==> config.mk <==
export PLATFORM = sky130hd
export DESIGN_NAME = atp_payment_accumulator
export DESIGN_NICKNAME = d
export VERILOG_FILES = /design/src/rtl/atp_payment_accumulator.sv
export SDC_FILE = /design/constraint.sdc
export NUM_CORES = 1
export LEC_CHECK = 0
export BUFFER_PORTS_ARGS = -buffer_cell sky130_fd_sc_hd__buf_4
export CAP_MARGIN = 20
export CELL_PAD_IN_SITES_DETAIL_PLACEMENT = 1
export CELL_PAD_IN_SITES_GLOBAL_PLACEMENT = 1
export CORE_MARGIN = 4
export CORE_UTILIZATION = 37
export CTS_CLUSTER_SIZE = 24
export DETAILED_ROUTE_END_ITERATION = 7
export PLACE_DENSITY_LB_ADDON = 0.2
export SETUP_SLACK_MARGIN = 0.3
export SLEW_MARGIN = 20
export SYNTH_ARGS = -nofsm -noshare
export SYNTH_HDL_FRONTEND = slang
export SYNTH_SLANG_ARGS = --single-unit
==> constraint.sdc <==
create_clock -name clk -period 3.8 [get_ports clk]
set_input_delay 0 -clock clk [delete_from_list [all_inputs] [get_ports clk]]
set_output_delay 0 -clock clk [all_outputs]
set_load 0.05 [all_outputs]
==> src/rtl/atp_payment_accumulator.sv <==
// Payment accumulator for the ATP controller: totals accepted notes against
// the bill due and issues a validate, or a refund on cancel/timeout.
module atp_payment_accumulator #(
   parameter int AMT_W       = 16,
   parameter int TIMEOUT_CYC = 1000
) (
   input  logic             clk,
   input  logic             rst,
   input  logic             start,
   input  logic [AMT_W-1:0] due_amount,
   input  logic             cancel,
   input  logic             note_valid,
   input  logic [AMT_W-1:0] note_value,
   output logic             note_ready,
   output logic             note_reject,
   output logic [AMT_W-1:0] paid_total,
   output logic             validate_payment,
   output logic             payment_failed,
   output logic [AMT_W-1:0] change_amount,
   output logic [AMT_W-1:0] refund_amount,
   output logic             busy
);

   localparam int TW = (TIMEOUT_CYC > 2) ? $clog2(TIMEOUT_CYC) : 1;
   localparam logic [TW-1:0] LAST = TW'(TIMEOUT_CYC - 1);

   typedef enum logic [1:0] {
      IDLE,
      COLLECT,
      PAID,
      REFUND
   } state_t;

   state_t           state_q;
   state_t           state_d;
   logic [AMT_W-1:0] due_q;
   logic [AMT_W-1:0] due_d;
   logic [TW-1:0]    timer_q;
   logic [TW-1:0]    timer_d;
   logic [AMT_W-1:0] total_d;
   logic [AMT_W-1:0] change_d;
   logic [AMT_W-1:0] refund_d;
   logic             reject_d;
   logic             take;
   logic [AMT_W:0]   sum;

   assign take = note_valid && note_ready;
   assign sum  = {1'b0, paid_total} + {1'b0, note_value};

   always_comb begin
      state_d  = state_q;
      due_d    = due_q;
      timer_d  = timer_q;
      total_d  = paid_total;
      change_d = change_amount;
      refund_d = refund_amount;
      reject_d = 1'b0;
      unique case (state_q)
         IDLE: begin
            if (start && due_amount != '0) begin
               due_d    = due_amount;
               total_d  = '0;
               timer_d  = '0;
               change_d = '0;
               refund_d = '0;
               state_d  = COLLECT;
            end
         end
         COLLECT: begin
            if (cancel) begin
               // a note colliding with cancel is handed back, not banked
               reject_d = take;
               refund_d = paid_total;
               state_d  = REFUND;
            end else if (take) begin
               timer_d = '0;
               if (note_value == '0 || sum[AMT_W]) begin
                  reject_d = 1'b1;
               end else begin
                  total_d = sum[AMT_W-1:0];
                  if (sum[AMT_W-1:0] >= due_q) begin
                     change_d = sum[AMT_W-1:0] - due_q;
                     state_d  = PAID;
                  end
               end
            end else if (timer_q == LAST) begin
               refund_d = paid_total;
               state_d  = REFUND;
            end else begin
               timer_d = timer_q + TW'(1);
            end
         end
         PAID:    state_d = IDLE;
         REFUND:  state_d = IDLE;
         default: state_d = IDLE;
      endcase
   end

   always_ff @(posedge clk) begin
      if (rst) begin
         state_q          <= IDLE;
         due_q            <= '0;
         timer_q          <= '0;
         paid_total       <= '0;
         change_amount    <= '0;
         refund_amount    <= '0;
         note_ready       <= 1'b0;
         note_reject      <= 1'b0;
         validate_payment <= 1'b0;
         payment_failed   <= 1'b0;
         busy             <= 1'b0;
      end else begin
         state_q          <= state_d;
         due_q            <= due_d;
         timer_q          <= timer_d;
         paid_total       <= total_d;
         change_amount    <= change_d;
         refund_amount    <= refund_d;
         note_ready       <= (state_d == COLLECT);
         note_reject      <= reject_d;
         validate_payment <= (state_d == PAID);
         payment_failed   <= (state_d == REFUND);
         busy             <= (state_d != IDLE);
      end
   end

endmodule

======== After elaboration in Yosys (flattened, before gate mapping) ========
Index checks and enable logic that the tools add are counted.
word-level totals
  output and inout bits ................... 53
  flip-flop bits (word level) ............. 81
  input port bits ......................... 37
  word-level logic and storage cells ...... 75
operators by class
  reductions and logical operators ........ 15
  eq/ne operators ......................... 15
  muxes and demuxes ....................... 29
  $add $sub $neg .......................... 3
  magnitude comparators ................... 1
  bitwise operators ....................... 1
operators with widths
  operator                                       count
  two-way mux 16 bit                             11
  one-hot mux 16 bit (2 select lines)            3
  two-way mux 10 bit                             4
  one-hot mux 10 bit (2 select lines)            1
  adder 16 x 16 -> 17 bit                        1
  >= comparator 16 bit                           1
  logical NOT 16 bit                             1
  nonzero test 16 bit                            1
  subtractor 16 bit                              1
  two-way mux 2 bit                              6
  adder 10 x 1 -> 10 bit, second input constant  1
  == test 10 bit, second input constant          1
  != test 2 bit, second input constant           5
  != test 3 bit, second input constant           3
  == test 2 bit, second input constant           4
  AND reduction 4 bit                            2
  one-hot mux 2 bit (3 select lines)             1
  AND reduction 6 bit                            1
  AND reduction 5 bit                            1
  == test 2 x 1 -> 1 bit, second input constant  2
  nonzero test 2 bit                             2
  OR reduction 2 bit                             2
  two-way mux 1 bit                              3
  logical AND 1 bit                              2
  other kinds (4)                                4

======== Logic depth before layout (Yosys ltp) ========
Gate-level depths: netlist of run 1.
  word-level depth ........................ 8
  gate-level depth with buffers ........... 18
  depth with buffers taken out ............ 17

======== Worst setup path before layout of run 1 ========
Ideal clock, no wire load.
  path kind ............................... reg2reg
  start ................................... register paid_total[0]
  end ..................................... register change_amount[12]
  period minus slack after synthesis ...... 4162 ps
  cell stages (with the launch flop) ...... 18
  library setup time ...................... 123 ps
  required time ........................... 3677 ps
  buffers on the path ..................... 0
  slack ................................... -362 ps
  arrival ................................. 4039 ps
  cells stage by stage .................... dfxtp_1 ha_1 inv_1 fa_1 nand2b_1 a21oi_1 o21a_1 o21ai_0 a21boi_0 nor2_1 ha_1 a21o_1 a31o_1 a2111oi_4 a211oi_1 o22a_4 o21ai_4 mux2_1
on the way
  cells in the longest elaborated chain, start to end .. 7
  elaborated cells between the ends (all ways) .. 12
  those cells by class .................... 2 x add/sub; 1 x order compare; 2 x eq/ne; 5 x mux; 2 x reduce/logical
RTL lines
  element                              RTL line  text
  start: declaration                   16        output logic [AMT_W-1:0] paid_total,
  start signal: assignment             116       paid_total <= total_d;
  adder 16 x 16 -> 17 bit (*)          48        assign sum = {1'b0, paid_total} + {1'b0, note_value};
  subtractor 16 bit                    82        change_d = sum[AMT_W-1:0] - due_q;
  two-way mux 16 bit                   81        if (sum[AMT_W-1:0] >= due_q) begin
  two-way mux 16 bit                   77        if (note_value == '0 || sum[AMT_W]) begin
  two-way mux 16 bit                   75        end else if (take) begin
  two-way mux 16 bit                   70        if (cancel) begin
  one-hot mux 16 bit (2 select lines)  58        unique case (state_q)
  end signal: assignment               117       change_amount <= change_d;
  end: declaration                     19        output logic [AMT_W-1:0] change_amount,
Every way passes the cells marked *; elsewhere a longest branch is shown, timed or not. The select of a mux whose other input is x is not followed.
A chain may end at the register's enable or synchronous reset.

======== Final worst setup path of run 1 ========
  start ................................... register paid_total[6]
  end ..................................... register change_amount[1]
on the way
  cells in the longest elaborated chain, start to end .. 4
  elaborated cells between the ends (all ways) .. 6
  those cells by class .................... 1 x add/sub; 1 x order compare; 2 x eq/ne; 2 x reduce/logical
RTL lines
  element                                                          RTL line
  adder 16 x 16 -> 17 bit (*)                                      48
  >= comparator 16 bit / logical OR 1 bit (equally long branches)  81, 77
  != test 2 bit (no source line)                                   --
  AND reduction 6 bit (no source line) (*)                         --
Every way passes the cells marked *; elsewhere a longest branch is shown, timed or not.

==> flow_metrics.py, run 1 <==
metrics = {
    "worst_setup_path": {
        "crit_type": "reg2reg",
        "reg2reg_slack_ps": 270,
        "required_ps": 4040,
        "crit_start": "paid_total[6]$_SDFFE_PP0P_",
        "endpoint": "change_amount[1]$_SDFFE_PP0P_",
        "r2r_cells": 14,
        "r2r_start": "paid_total[6]$_SDFFE_PP0P_",
        "critPathLaunchType": "flip-flop",
        "cp_max_fo": 7,
        "endpoint_kind": "flip-flop",
        "r2r_end": "change_amount[1]$_SDFFE_PP0P_",
        "worstPathArrival_ps": 3770,
    },
    "place": {
        "numPortBuffers": 89,
        "place.gp.congestion": 0.8716,
        "hpwlAfterDp_um": 11840,
        "place_area_mm2": 0.005687,
    },
    "routing": {
        "drt-initial-drc-count": 268,
        "avgViaCountPerCell": 5.437,
        "drcViolationCount": 0,
        "ant_nets": 0,
        "dr_wl_met2_um": 8144,
        "wl_um": 16120,
        "top_layer_used": "met4",
        "dr_total_vias": 4823,
        "firstDrtPassIters": 4,
        "met3_length_um": 723,
        "wl_met1_um": 6972,
        "wl_per_cell_um": 18.18,
    },
    "synth": {
        "synth_adder_area_share": 0.09519,
        "synth_compound_area_frac": 0.1977,
        "synth_warnings": 0,
        "async_flop_share": 0,
        "synth-seq-cells": 81,
        "synth_area_per_cell_um2": 8.065,
        "yosysTopAreaCell": "dfxtp_1",
        "synthSimpleGateAreaFrac": 0.2364,
        "synth-xor-area-share": 0.05338,
        "synth_area_mm2": 0.004758,
        "synth-seq-area-share": 0.3408,
        "synthCells": 590,
        "synth_enable_flop_cells": 0,
        "synth_nets": 662,
        "ys.flop_type": "dfxtp_1",
        "yosys-top-cells-area": "dfxtp_1, ha_1, nand2_1, a21oi_1, nand3_1",
        "muxShareOfSynthArea": 0.02551,
        "yosysTopAreaCellShare": 0.3408,
        "synth_top_family_by_area": "simple AND/OR/NAND/NOR gates",
        "synth_cell_types": 66,
    },
    "die": {
        "die-area_mm2": 0.01474,
        "die-width_um": 121.4,
        "num_rows": 41,
        "placeableCoreArea_mm2": 0.01262,
        "start_util": 0.3771,
        "dieHeight_um": 121.4,
        "io_pins": 90,
    },
    "cts": {
        "clock_insertion_delay_worst_skew_ps": 350,
        "cts_tree": "done",
        "htreeDepth": 3,
        "cts_buffer_depth": 2,
        "clkTransAtPathRegs_ps": 70,
        "cts_buffers": 9,
        "cts.sink_count": 81,
        "cts_root_buffer": "clkbuf_16",
    },
    "global_routing": {
        "grt_pass1_wl_um": 25300,
        "grt_max_degree": 64,
        "grt_pass1_vias": 4913,
        "grt_overflow_total": 0,
        "antenna_found_initial": 0,
        "grtUsageTotal": 0.2181,
    },
    "finish": {
        "nets": 782,
        "fin_area_mm2": 0.006505,
        "antenna-diode-count": 0,
        "syn2layout_area_growth_pct": 36.71,
        "layout-drive-gt1-share": 0.2685,
        "fillerInstances": 1528,
    },
    "timing": {
        "drv_slew": 0,
        "finalClockSkew_ps": 8.565,
        "worst_slew_pin_slew_ps": 756.6,
        "finalCriticalPeriod_ps": 3530,
        "relSlewSlack": 0.4956,
        "min_period_over_period": 0.9290,
        "finalHoldViolCount": 0,
        "clock.fmax_mhz": 283.3,
        "rsz0062_at_grt": "true",
        "setup_viol": 0,
    },
    "hold_path": {
        "min_path_type": "in2reg",
    },
    "job": {
        "maxCapViolCount": 0,
    },
    "pwr": {
        "power_density_mw_per_mm2": 398.3,
        "p_total_mw": 2.591,
        "ir_drop_mv": 0.2302,
        "leakage_nw": 2.652,
    },
    "outcome": {
        "outcome": "completed",
    },
}
-- through the flow --
stage	utilization	setup TNS [ps]	hold slack, ps	setup WS (ps)	cells
after floorplan	-	0	130.7	224.7	590
after global placement	0.4506	0	263.6	86.67	835
after detailed placement	0.4506	-26.99	272.5	-14.91	835
after CTS	0.5027	0	34.54	222.9	884
after global routing	0.5155	0	80.43	91.02	887
final	0.5155	0	43.83	269.6	887
-- layout by cell type (no fill, tap or decap), types with 4 or more instances in the layout --
| master | n |
|---|---|
| o21ai_0 | 5 |
| nor2b_1 | 8 |
| dfxtp_2 | 4 |
| nor4_1 | 9 |
| ha_4 | 7 |
| and3_1 | 7 |
| xnor2_1 | 13 |
| xor2_1 | 13 |
| clkbuf_16 | 9 |
| dfxtp_1 | 71 |
| nor2_1 | 34 |
| a21o_1 | 11 |
| inv_1 | 36 |
| nand2b_1 | 5 |
| mux2i_1 | 8 |
| and2_1 | 4 |
| dlygate4sd3_1 | 17 |
| nand3_1 | 39 |
| nand4_1 | 10 |
| o32ai_1 | 4 |
| ha_1 | 24 |
| nand2_1 | 87 |
| dfxtp_4 | 6 |
| a32o_1 | 5 |
| a21oi_1 | 60 |
| buf_4 | 112 |
| nor3_1 | 6 |
-- cells in the mapped netlist (4+ instances only) --
cell      instances
mux2i_1           8
o21ai_0           7
ha_1             33
xor2_1           15
and3_1            7
dfxtp_1          81
a21o_1           11
o21a_1            4
nand4_1          10
nor3_1            9
nor2_1           37
clkbuf_1         18
nand3_1          41
o32ai_1           7
a211oi_1          5
a21oi_1          63
a32o_1            5
xnor2_1          14
nand2b_1          6
and2_1            4
nor4_1            9
inv_1            37
nor2b_1           8
nand2_1          88
-- area by class of cell --
type | instances | area (um2) | area share
tap | 172 | 215.2 | 0.03308
multi-input combinational | 449 | 3191 | 0.4905
clock buffer | 13 | 250.2 | 0.03847
clock inverter | 3 | 16.27 | 0.002500
sequential | 81 | 1649 | 0.2535
timing repair buffer | 132 | 1045 | 0.1606
inverter | 37 | 138.9 | 0.02135
-- how the worst min path moves through the flow --
stage / startpoint / end / cells after the start
after floorplan: cancel / state_q[1]$_SDFF_PP0_ / 2
after global placement: due_amount[10] / due_q[10]$_SDFFE_PP0P_ / 3
after detailed placement: due_amount[7] / due_q[7]$_SDFFE_PP0P_ / 3
after CTS: note_valid / note_reject$_SDFF_PP0_ / 3
after global routing: note_valid / note_reject$_SDFF_PP0_ / 3
final: note_valid / note_reject$_SDFF_PP0_ / 3
-- layer usage --
metal  vias up  global-route usage
met2       102              0.3765
met3        24             0.04009
met4         0             0.07213
li1       2346                   -
met5         -                   0
met1      2351              0.2732
-- critical path, stage by stage, from the launching register on --
cell,delay [ps]
dfxtp_2,350
ha_1,270
nor3_2,170
o2111ai_2,160
a31o_2,280
a21o_1,180
xor2_2,220
ha_4,250
a21o_1,150
a31o_1,230
a2111oi_4,210
a211oi_2,130
o22a_4,280
o21a_4,250
mux2_4,300
-- power breakdown --
group          switching [mW]  internal (mW)
Sequential             0.0298          0.882
Combinational           0.520          0.347
Clock                   0.353          0.459
-- timing repair --
| action | CTS | global route |
|---|---|---|
| pin swaps | 23 | 19 |
| resized for setup | 16 | 26 |
| cloned | 1 | 0 |
| setup buffers | 15 | 3 |
| endpoints found under the setup margin | 20 | 21 |
| hold buffers | 17 | 0 |
| hold endpoints to repair | 20 | 0 |
-- sequential cells by signal (all words and copies together) (netlist names), 2 cells and up --
register       count
paid_total        16
state_q            2
refund_amount     16
timer_q           10
change_amount     16
due_q             16
-- logic make-up after synthesis --
kind of cell	Yosys count
flip-flops	81
AND/OR/NAND/NOR	236
adder cells (fa/ha/maj)	35
multiplexers	11
XOR/XNOR	29
buffers and inverters	61
AO/OA/AOI/OAI	137
(Power assumes the default switching activity.)
==> inputs of run 2 (changes only) <==
- CAP_MARGIN: 20 -> unset
- CORE_UTILIZATION: 37 -> 44
- HOLD_SLACK_MARGIN: unset -> 0.03
- clock period: 3.8 -> 4.1 ns (I/O delays scaled with it)
==> run 2 against run 1 <==
Count of clock-buffer cells in the layout increased by 1; first-iteration DRC count decreased by 18%; design area decreased by 5.4%; sequential share of layout area increased by 1.2 points; largest cell class unchanged; register-to-register slack improved by 190 ps; non-clock buffer count decreased by 12; via count decreased by 0.19%.
==> flow_metrics.py, run 2 (synthesized netlist as in run 1, its figures left out) <==
metrics = {
    "timing": {
        "min_period_over_period": 0.8890,
        "clock.fmax_mhz": 274.4,
        "worst_slew_pin_slew_ps": 756.8,
        "finalCriticalPeriod_ps": 3645,
        "drv_slew": 0,
        "setup_ws_ps": 455.2,
        "finalHoldViolCount": 0,
        "setup_viol": 0,
        "fin_setup_tns_ps": 0,
        "relSlewSlack": 0.4954,
        "finalClockSkew_ps": 11.72,
        "rsz0062_at_grt": "false",
    },
    "global_routing": {
        "grt_max_degree": 64,
        "grt_overflow_total": 0,
        "grtUsageTotal": 0.2576,
        "antenna_found_initial": 0,
        "grt_pass1_vias": 5057,
        "grt_pass1_wl_um": 26160,
    },
    "die": {
        "die-area_mm2": 0.01254,
        "io_pins": 90,
        "placeableCoreArea_mm2": 0.01042,
        "num_rows": 37,
        "dieHeight_um": 112.0,
        "start_util": 0.4568,
        "die-width_um": 112.0,
    },
    "cts": {
        "cts_root_buffer": "clkbuf_8",
        "cts_buffer_depth": 2,
        "cts_tree": "done",
        "htreeDepth": 3,
        "cts.sink_count": 81,
        "cts_buffers": 9,
        "clock_insertion_delay_worst_skew_ps": 370,
        "clkTransAtPathRegs_ps": 80,
    },
    "routing": {
        "avgViaCountPerCell": 5.738,
        "drt-initial-drc-count": 220,
        "drcViolationCount": 0,
        "dr_total_vias": 4814,
        "wl_per_cell_um": 19.69,
        "wl_um": 16520,
        "firstDrtPassIters": 4,
        "ant_nets": 0,
    },
    "worst_setup_path": {
        "r2r_end": "change_amount[0]$_SDFFE_PP0P_",
        "cp_num_cells": 16,
        "cp_top_family": "compound AO/OA/AOI/OAI gates",
        "worst_path_max_delay_cell": "dfxtp_4",
        "crit_type": "reg2reg",
        "reg2reg_slack_ps": 460,
        "crit_chain": "ha_4 -> inv_1 -> fa_2 -> nand2b_4 -> a21oi_4 -> buf_4 -> o211ai_2 -> nand2_2 -> xor2_2 -> ha_1 -> a31o_4 -> a2111oi_4 -> a211oi_2 -> o22a_4 -> o21a_4 -> mux2_4",
        "r2r_start": "paid_total[0]$_SDFFE_PP0P_",
        "max_stage_delay_ps": 370,
        "path_buf_inv": 2,
        "required_ps": 4350,
        "r2r_cells": 16,
        "cp_max_fo": 7,
        "worstPathArrival_ps": 3900,
        "crit_start": "paid_total[0]$_SDFFE_PP0P_",
        "critPathLaunchType": "flip-flop",
        "endpoint": "change_amount[0]$_SDFFE_PP0P_",
        "endpoint_kind": "flip-flop",
    },
    "hold_path": {
        "min_path_type": "in2reg",
        "hp-start": "note_valid",
    },
    "job": {
        "maxCapViolCount": 0,
    },
    "pwr": {
        "leakage_nw": 2.520,
        "ir_drop_mv": 0.1806,
        "power_density_mw_per_mm2": 351.5,
    },
    "place": {
        "hpwlAfterDp_um": 11780,
        "numPortBuffers": 89,
        "place.gp.congestion": 0.9225,
        "post-place-ws_ps": 120.1,
    },
    "finish": {
        "layout-drive-gt1-share": 0.2276,
        "most-common-layout-cells": "buf_4, nand2_1, dfxtp_1",
        "syn2layout_area_growth_pct": 29.35,
        "antenna-diode-count": 0,
        "nets": 770,
        "layout_commonest_cell": "buf_4",
    },
    "outcome": {
        "outcome": "completed",
    },
}
-- run 2: final cells by class --
class	count	area, um2
inverters	37	138.9
repair buffers	120	947.2
clock inverters	2	12.51
well taps	136	170.2
flip-flops and latches	81	1634
clock buffers	14	162.7
fillers	1286	4262
multi-input cells	449	3089
-- run 2: worst reg2reg max path, cell delays in order, from the launching register on --
cell and delay [ps]:
dfxtp_4 370, ha_4 150, inv_1 60, fa_2 350, nand2b_4 160, a21oi_4 130
buf_4 130, o211ai_2 130, nand2_2 120, xor2_2 170, ha_1 330, a31o_4 270
a2111oi_4 220, a211oi_2 140, o22a_4 260, o21a_4 240, mux2_4 300
-- run 2: how the worst min path moves through the flow --
stage	end	slack (ps)	cells past startpoint
detailed placement	due_q[15]$_SDFFE_PP0P_	270	3
CTS	note_reject$_SDFF_PP0_	40	3
global placement	due_q[15]$_SDFFE_PP0P_	260	3
finish	note_reject$_SDFF_PP0_	50	3
floorplan	state_q[1]$_SDFF_PP0_	130	2
global route	note_reject$_SDFF_PP0_	40	3
-- run 2: per-layer routing --
layer  vias up  wire length (um)  global-route usage
li1       2312                 -                   -
met1      2365              7043              0.3152
met2       115              8461              0.4572
met3        22               730             0.05109
met4         0               282             0.07612
met5         -                 0                   0
-- run 2: per-stage QoR --
stage / instance area, um2 / power [mW] / instances / utilization / hold WS (ps)
6_report: 6155 / 2.163 / 839 / 0.5909 / 45.94
5_1_grt: 6155 / 2.278 / 839 / 0.5909 / 42.03
4_1_cts: 5998 / 2.131 / 834 / 0.5759 / 38.89
3_5_place_dp: 5567 / 1.546 / 797 / 0.5344 / 269.7
3_3_place_gp: 5567 / 1.523 / 797 / 0.5344 / 260.9
2_1_floorplan: 4787 / 1.344 / 590 / - / 130.7
-- run 2: timing repair --
item | in CTS | in global routing
setup endpoints to repair | 17 | 21
buffers inserted | 3 | 5
pin swaps | 7 | 13
hold buffers | 17 | 0
cloned | 1 | 0
resized for setup | 11 | 21
endpoints found under the hold margin | 20 | 0
-- run 2: power breakdown --
group          leakage (nW)  internal [mW]  switching (mW)
clock                0.0867          0.253           0.295
sequential            0.661          0.819          0.0277
combinational          1.77          0.293           0.475
